## src/rtl/sfp_acc_act_if.sv

```systemverilog
`default_nettype none
// +----------------------------------------------------------------------------+
// | Module     : sfp_acc_act_if                                                |
// | Description: Bundle of accumulate strobe, activation select, psum data and |
// |              activated result/status for the special-function stage.      |
// | Revision   : 1.0                                                           |
// +----------------------------------------------------------------------------+
interface sfp_acc_act_if #(
  parameter int COL     = 8,
  parameter int PSUM_BW = 16
);
  logic                     acc;
  logic [2:0]               act;
  logic [COL*PSUM_BW-1:0]   data_in;
  logic [COL*PSUM_BW-1:0]   sfp_out;
  logic                     out_valid;
  logic [3:0]               acc_cnt;
  logic                     cnt_err;

  modport master (
    output acc, act, data_in,
    input  sfp_out, out_valid, acc_cnt, cnt_err
  );

  modport slave (
    input  acc, act, data_in,
    output sfp_out, out_valid, acc_cnt, cnt_err
  );
endinterface
`default_nettype wire

```

## src/rtl/sfp_acc_act.sv

```systemverilog
`default_nettype none
// +----------------------------------------------------------------------------+
// | Module     : sfp_acc_act                                                   |
// | Description: Per-column accumulation of kij partial sums followed by a     |
// |              selectable activation. SFP_SAT_EN selects saturating adds.    |
// | Revision   : 1.0                                                           |
// +----------------------------------------------------------------------------+
module sfp_acc_act #(
  parameter int COL     = 8,
  parameter int PSUM_BW = 16,
  parameter int LEN_KIJ = 9
) (
  input  wire logic      clk,
  input  wire logic      reset,
  sfp_acc_act_if.slave   bus
);

  localparam logic [0:0] c_IDLE  = 1'b0;
  localparam logic [0:0] c_ACCUM = 1'b1;
  localparam logic [3:0] c_LEN   = 4'(LEN_KIJ);

  logic [0:0]                r_state;
  logic [0:0]                w_next_state;
  logic                      w_load;
  logic                      w_add;
  logic                      w_close;
  logic [2:0]                r_act;
  logic [3:0]                r_acc_cnt;
  logic                      r_out_valid;
  logic                      r_cnt_err;
  logic signed [PSUM_BW-1:0] r_accum [COL];
  logic [PSUM_BW-1:0]        r_out   [COL];
  logic [COL*PSUM_BW-1:0]    w_sfp_out;

  always_ff @(posedge clk or posedge reset) begin
    if (reset) begin
      r_state <= c_IDLE;
    end else begin
      r_state <= w_next_state;
    end
  end

  always_comb begin
    w_next_state = r_state;
    case (r_state)
      c_IDLE:  if (bus.acc)  w_next_state = c_ACCUM;
      c_ACCUM: if (!bus.acc) w_next_state = c_IDLE;
      default: w_next_state = c_IDLE;
    endcase
  end

  always_comb begin
    w_load  = 1'b0;
    w_add   = 1'b0;
    w_close = 1'b0;
    case (r_state)
      c_IDLE:  w_load  = bus.acc;
      c_ACCUM: begin
        w_add   = bus.acc;
        w_close = !bus.acc;
      end
      default: ;
    endcase
  end

  // act is captured only on the first beat so mid-pixel changes are ignored
  always_ff @(posedge clk or posedge reset) begin
    if (reset) begin
      r_act       <= 3'd0;
      r_acc_cnt   <= 4'd0;
      r_out_valid <= 1'b0;
      r_cnt_err   <= 1'b0;
    end else begin
      r_out_valid <= w_close;
      if (w_load) begin
        r_act     <= bus.act;
        r_acc_cnt <= 4'd1;
      end else if (w_add && (r_acc_cnt != 4'hF)) begin
        r_acc_cnt <= r_acc_cnt + 4'd1;
      end
      if (w_close && (r_acc_cnt != c_LEN)) begin
        r_cnt_err <= 1'b1;
      end
    end
  end

  for (genvar c = 0; c < COL; c++) begin : g_lane
    logic [PSUM_BW-1:0] w_din;
    logic [PSUM_BW:0]   w_sum;
    logic [PSUM_BW-1:0] w_add_res;
    logic [PSUM_BW-1:0] w_act_res;

    assign w_din = bus.data_in[c*PSUM_BW +: PSUM_BW];
    assign w_sum = {r_accum[c][PSUM_BW-1], r_accum[c]} + {w_din[PSUM_BW-1], w_din};

    // Overflow shows as disagreement between the two top bits of the extended sum
    always_comb begin
      w_add_res = w_sum[PSUM_BW-1:0];
`ifdef SFP_SAT_EN
      if (w_sum[PSUM_BW] != w_sum[PSUM_BW-1]) begin
        w_add_res = w_sum[PSUM_BW] ? {1'b1, {(PSUM_BW-1){1'b0}}}
                                   : {1'b0, {(PSUM_BW-1){1'b1}}};
      end
`endif
    end

    always_comb begin
      w_act_res = r_accum[c];
      case (r_act)
        3'd0:    if (r_accum[c][PSUM_BW-1]) w_act_res = '0;
        3'd1:    if (r_accum[c][PSUM_BW-1]) w_act_res = r_accum[c] >>> 3;
        default: ;
      endcase
    end

    always_ff @(posedge clk or posedge reset) begin
      if (reset) begin
        r_accum[c] <= '0;
        r_out[c]   <= '0;
      end else begin
        if (w_load) begin
          r_accum[c] <= w_din;
        end else if (w_add) begin
          r_accum[c] <= w_add_res;
        end
        if (w_close) begin
          r_out[c] <= w_act_res;
        end
      end
    end
  end

  always_comb begin
    w_sfp_out = '0;
    for (int c = 0; c < COL; c++) begin
      w_sfp_out[c*PSUM_BW +: PSUM_BW] = r_out[c];
    end
  end

  assign bus.sfp_out   = w_sfp_out;
  assign bus.out_valid = r_out_valid;
  assign bus.acc_cnt   = r_acc_cnt;
  assign bus.cnt_err   = r_cnt_err;

endmodule
`default_nettype wire

```

## src/flat_wrapper.sv

```systemverilog
// flat-port wrapper written by rule: the top's interface ports become plain ports
module sfp_acc_act_flat 
#(
  parameter int COL     = 8,
  parameter int PSUM_BW = 16,
  parameter int LEN_KIJ = 9
)
  (clk, reset, bus_acc, bus_act, bus_data_in, bus_sfp_out, bus_out_valid, bus_acc_cnt, bus_cnt_err);
  sfp_acc_act_if #(.COL(COL), .PSUM_BW(PSUM_BW)) bus_i ();
  input  wire logic clk;
  input  wire logic reset;
  input wire logic [$bits(bus_i.acc)-1:0] bus_acc;
  input wire logic [$bits(bus_i.act)-1:0] bus_act;
  input wire logic [$bits(bus_i.data_in)-1:0] bus_data_in;
  output wire logic [$bits(bus_i.sfp_out)-1:0] bus_sfp_out;
  output wire logic [$bits(bus_i.out_valid)-1:0] bus_out_valid;
  output wire logic [$bits(bus_i.acc_cnt)-1:0] bus_acc_cnt;
  output wire logic [$bits(bus_i.cnt_err)-1:0] bus_cnt_err;
  assign bus_i.acc = bus_acc;
  assign bus_i.act = bus_act;
  assign bus_i.data_in = bus_data_in;
  assign bus_sfp_out = bus_i.sfp_out;
  assign bus_out_valid = bus_i.out_valid;
  assign bus_acc_cnt = bus_i.acc_cnt;
  assign bus_cnt_err = bus_i.cnt_err;
  sfp_acc_act #(.COL(COL), .PSUM_BW(PSUM_BW), .LEN_KIJ(LEN_KIJ)) u_core (.clk(clk), .reset(reset), .bus(bus_i));
endmodule
```

## config.mk

```make
export PLATFORM = sky130hd
export DESIGN_NAME = sfp_acc_act_flat
export DESIGN_NICKNAME = d
export VERILOG_FILES = /design/src/rtl/sfp_acc_act_if.sv /design/src/rtl/sfp_acc_act.sv /design/src/flat_wrapper.sv
export SDC_FILE = /design/constraint.sdc
export NUM_CORES = 1
export LEC_CHECK = 0
export CORE_MARGIN = 2
export CORE_UTILIZATION = 55
export DETAILED_ROUTE_END_ITERATION = 16
export HOLD_SLACK_MARGIN = 0.06
export PLACE_DENSITY_LB_ADDON = 0.12
export SYNTH_ARGS = -nofsm -noshare
export SYNTH_HDL_FRONTEND = slang
export SYNTH_SLANG_ARGS = --single-unit
```

## constraint.sdc

```tcl
create_clock -name clk -period 14.1 [get_ports clk]
set_clock_uncertainty 0.2 [all_clocks]
set_input_delay 3.525 -clock clk [delete_from_list [all_inputs] [get_ports clk]]
set_output_delay 3.525 -clock clk [all_outputs]
set_load 0.03 [all_outputs]
```

After elaboration in Yosys (flattened, before gate mapping). Cells that the tools add are included. W data, S select, Z words.

Register bits after elaboration: 266. Input port bits: 134. Output and inout port bits: 134.

Add/sub/neg operators: 9. Equality and inequality tests: 3. Mux-type cells: 46. Reduce and logical (&&, ||, !) cells: 6.

Operators by type and width (count): $mux W16 (24); $pmux W16 S2 (8); $add A16 B16 Y16 (8); $mux W15 (8); $mux W4 (2); $ne A4 B4 Y1 const B (2); $add A4 B1 Y4 const B (1); $mux W1 (4); $reduce_bool A2 Y1 (2); $eq A3 B1 Y1 const B (1); $logic_not A3 Y1 (1); $logic_and A1 B1 Y1 (2); $logic_not A1 Y1 (1).

Logic depth before layout (Yosys ltp).
Depth in word-level cells: 4. Gate-level depth with buffers: 11. Gate-level depth less buffers: 11.

Worst setup path after synthesis. OpenSTA, ideal clock, no wires.

Path type: input port to flip-flop. Start: in bus_data_in[16]. End: reg u_core.r_accum[110] in the netlist's numbering. Data arrival time: 5.545 ns. Data required time: 13.769 ns. Setup slack: 8.223 ns. Cell stages on the path: 11. Cells stage by stage: ha_1 fa_1 a21o_1 a21oi_1 o21bai_1 a31o_1 a41oi_1 a21oi_1 a31oi_1 xor2_1 o21ai_1.

Cells in the longest elaborated chain, start to end: 3.

Ends and longest elaborated chain: from (decl) (line flat_wrapper.sv:14) `input wire logic [$bits(bus_i.data_in)-1:0] bus_data_in;`; $add A16 B16 Y16 (line sfp_acc_act.sv:94) `assign w_sum = {r_accum[c][PSUM_BW-1], r_accum[c]} + {w_din[PSUM_BW-1], w_din};`; $mux W16 (line sfp_acc_act.sv:123) `end else if (w_add) begin`; $mux W16 (line sfp_acc_act.sv:121) `if (w_load) begin`; to (signal, indexed assignment) (line sfp_acc_act.sv:122) `r_accum[c] <= w_din;`; to (signal, indexed assignment) (line sfp_acc_act.sv:124) `r_accum[c] <= w_add_res;`; to (decl) (line sfp_acc_act.sv:31) `logic signed [PSUM_BW-1:0] r_accum [COL];`.

Every way passes these cells. The select of a mux whose other input is x is not followed. A chain may end at the register's enable or synchronous reset.

Final worst setup path.
Start: in bus_acc. End: reg u_core.r_out (netlist bit u_core.bus.sfp_out[24]).

Cells in the longest elaborated chain, start to end: 2.

Ends and longest elaborated chain: from (decl) (line flat_wrapper.sv:12) `input wire logic [$bits(bus_i.acc)-1:0] bus_acc;`; $logic_not A1 Y1; $mux W1 (line sfp_acc_act.sv:56) `case (r_state)`; to (signal, indexed assignment) (line sfp_acc_act.sv:127) `r_out[c] <= w_act_res;`; to (decl) (line sfp_acc_act.sv:32) `logic [PSUM_BW-1:0] r_out [COL];`.

Every way passes these cells.

==> summary.txt <==
Power
  • Peak supply drop: 0.133 mV
  • Clock share of power: 20.5%
  • Int Pwr: 2.39 mW
  • Sw Share: 40.5%
  • Sw power: 1.63 mW
  • Leak Pwr: 8.88 nW
  • Seq pwr share: 31.6%
  • Power per cell area: 194 nW/um^2
  • Final Power: 4.02 mW
  • Logic gate share of total power: 47.9%

STA
  • Setup TNS: 0 ps
  • RSZ-0062 raised after global routing: false
  • Final min period: 6400 ps
  • Fin. Hold Viols: 0
  • Final Max Tran Viols: 0
  • Max transition margin: 41.9%
  • Worst-Margin Slew: 872 ps
  • Final WS setup: 7700 ps
  • # setup viols final: 0
  • Max Freq: 156 MHz
  • Fin crit share: 45.4%

Place
  • Port Buffers: 267
  • HPWL Detailed: 31,100 um
  • GPL Wtd Cong: 0.891
  • Area after DPL: 19,600 um^2
  • Post-placement setup slack: 7150 ps

Synthesis
  • Largest cells by area after synthesis: dfrtp_1 40%, ha_1 9.1%, nor2_1 7.6%, a21oi_1 6.8%, mux2i_1 5.8%
  • Ys flop type: dfrtp_1
  • Post-synth ARST share: 100%
  • Syn Area/Cell: 9.19 um^2
  • Post-synth top cells: 340 x nor2_1, 266 x dfrtp_1, 229 x a21oi_1
  • Post-synthesis sequential area ratio: 39.7%
  • Synth warn: 0
  • EDFF count, synth: 0
  • Mapped Nets: 2,087
  • Count leader, synth: nor2_1
  • Post-synth top area share: 39.7%
  • Syn Std Cell Area: 16,800 um^2
  • Leading area contributor after synthesis: dfrtp_1
  • Cells after synthesis: 1,823
  • Synth unique cells: 58
  • #FFs+latches synth: 266

Setup path
  • Critical path type: input pin to flop
  • CP endpoint kind: flop
  • Worst-path fanout max: 105
  • CP Data Required Time: 14,340 ps
  • WP data arrival: 6640 ps
  • CP startpoint kind: input pin

Floorplan
  • Starting Density: 56.3%
  • Die Span Y: 179 um
  • Core Footprint: 29,800 um^2
  • Die area: 31,900 um^2
  • Die width: 179 um
  • Top Ports: 268
  • Site row count: 63

Detailed routing
  • Remaining DRCs: 0
  • Starting DRT DRC Count: 862
  • Total wire length: 44,300 um
  • ANT nets after route: 0
  • WL/cell: 18.1 um
  • Via density: 5.98
  • Routed vias: 14.6k
  • Drt first pass iters: 6

Clocking
  • CTS tree: built
  • H-tree Lvls: 1
  • Postcts setup bufs: 0
  • Clock slew at reported path FFs: 70 ps
  • Clock sinks: 266
  • Root buffer cell: clkbuf_16
  • Cts repair resizes: 0
  • CTS Hold Bufs: 0
  • Max Buffers Root-to-Sink: 3
  • Number of buffers created by CTS: 30
  • Worst-skew pair later-pin latency: 560 ps

Global routing
  • First-pass GRT wire length: 72,000 um
  • Initial antenna violation count: 4
  • Overflow after GRT: 0
  • Pin count of the biggest net entering global routing: 106
  • Number of global-route vias before repair: 14.3k
  • GRT Total Usage: 27.8%

Flow run
  • Max cap viols: 0

Layout
  • Final #Nets: 2,296
  • Core Util, Final: 69.4%
  • Final Cell Area: 20,700 um^2
  • Filler Cells Inserted: 2,397
  • Layout overhead on the synthesized area: 23.4%
  • Share of cells above drive strength 1: 4.52%

Outcome
  • Status: finished clean

Worst hold path
  • Worst min-delay path category: flop to flop
[metrics by stage]
stage | cells | hold slack (ps)
floorplan | 1823 | 270
global placement | 2390 | 265
detailed placement | 2390 | 270
CTS | 2446 | 284
global route | 2449 | 317
finish | 2449 | 282
[critical path: stages]
cell and delay, ps:
buf_6 560, nand2b_4 790, clkinv_2 830, buf_4 580, nor2_1 190, nor2_1 60
[area by class of cell]
| type | instances | area (um^2) | share of cell area [%] |
|---|---|---|---|
| clock inverter | 11 | 158 | 0.762 |
| antenna | 3 | 7.51 | 0.0363 |
| clock buffer | 45 | 878 | 4.25 |
| inverter | 23 | 95.1 | 0.460 |
| sequential | 266 | 6660 | 32.2 |
| tap | 390 | 488 | 2.36 |
| multi-input combinational | 1435 | 9650 | 46.7 |
| timing repair buffer | 276 | 2740 | 13.3 |
[routing by layer]
metal	up-vias	GRT usage (%)	routed length, um
met5	-	0	13
met2	478	47.5	21400
met3	66	4.24	3070
met1	7077	36.8	18800
met4	2	7.86	983
li1	7018	-	-
[flip-flops by register name, summed over array words and instances, names as in the netlist]
name                  cells
u_core.bus.sfp_out      128
u_core.bus.out_valid      1
u_core.r_accum          128
u_core.r_act              3
u_core.bus.cnt_err        1
u_core.r_state            1
u_core.bus.acc_cnt        4
[power by group through the flow]
stage	Combinational (mW)	Clock, mW	Sequential, mW
2_1_floorplan	1.14	0	1.45
3_3_place_gp	1.85	0	1.27
3_5_place_dp	1.91	0	1.27
4_1_cts	1.93	0.834	1.26
5_1_grt	2.12	0.864	1.30
6_report	1.93	0.823	1.27
[final timing paths]
check,start,end,slack (ps),cells past startpoint
min in group asynchronous,reset,u_core.bus.sfp_out[97],3210,2
max,bus_acc,u_core.bus.sfp_out[24],7700,6
min,u_core.bus.sfp_out[94],u_core.bus.sfp_out[94],280,2
min reg2reg,u_core.bus.sfp_out[94],u_core.bus.sfp_out[94],280,2
max reg2reg,u_core.r_state,u_core.bus.sfp_out[24],10630,5
max in group asynchronous,reset,u_core.r_state,9180,3
[cells by family after synthesis]
| family | share of synthesized area [%] |
|---|---|
| buffers and inverters | 2.81 |
| muxes | 6.82 |
| DFF | 39.7 |
| adders and majority gates | 10.1 |
| AOI/OAI and AO/OA | 21.0 |
| xor gates and xnor gates | 4.96 |
| and+or+nand+nor | 14.7 |
[cell usage in the layout, fill, tap and decap left out, types with 19 or more instances in the layout]
cell type | synthesis | layout
inv_1 | 22 | 21
and3_1 | 24 | 24
nand2_1 | 80 | 80
xnor2_1 | 76 | 76
o21bai_1 | 21 | 21
nor2_1 | 340 | 339
clkdlybuf4s50_1 | 0 | 266
ha_1 | 122 | 122
mux2i_1 | 97 | 97
dfrtp_1 | 266 | 265
nand3_1 | 19 | 19
nor2b_1 | 31 | 30
a21o_1 | 38 | 38
a21oi_1 | 229 | 229
clkbuf_16 | 0 | 31
a221oi_1 | 96 | 96
o21ai_0 | 55 | 55
o21a_1 | 19 | 19
xor2_1 | 19 | 19
(Power assumes the default switching activity.)
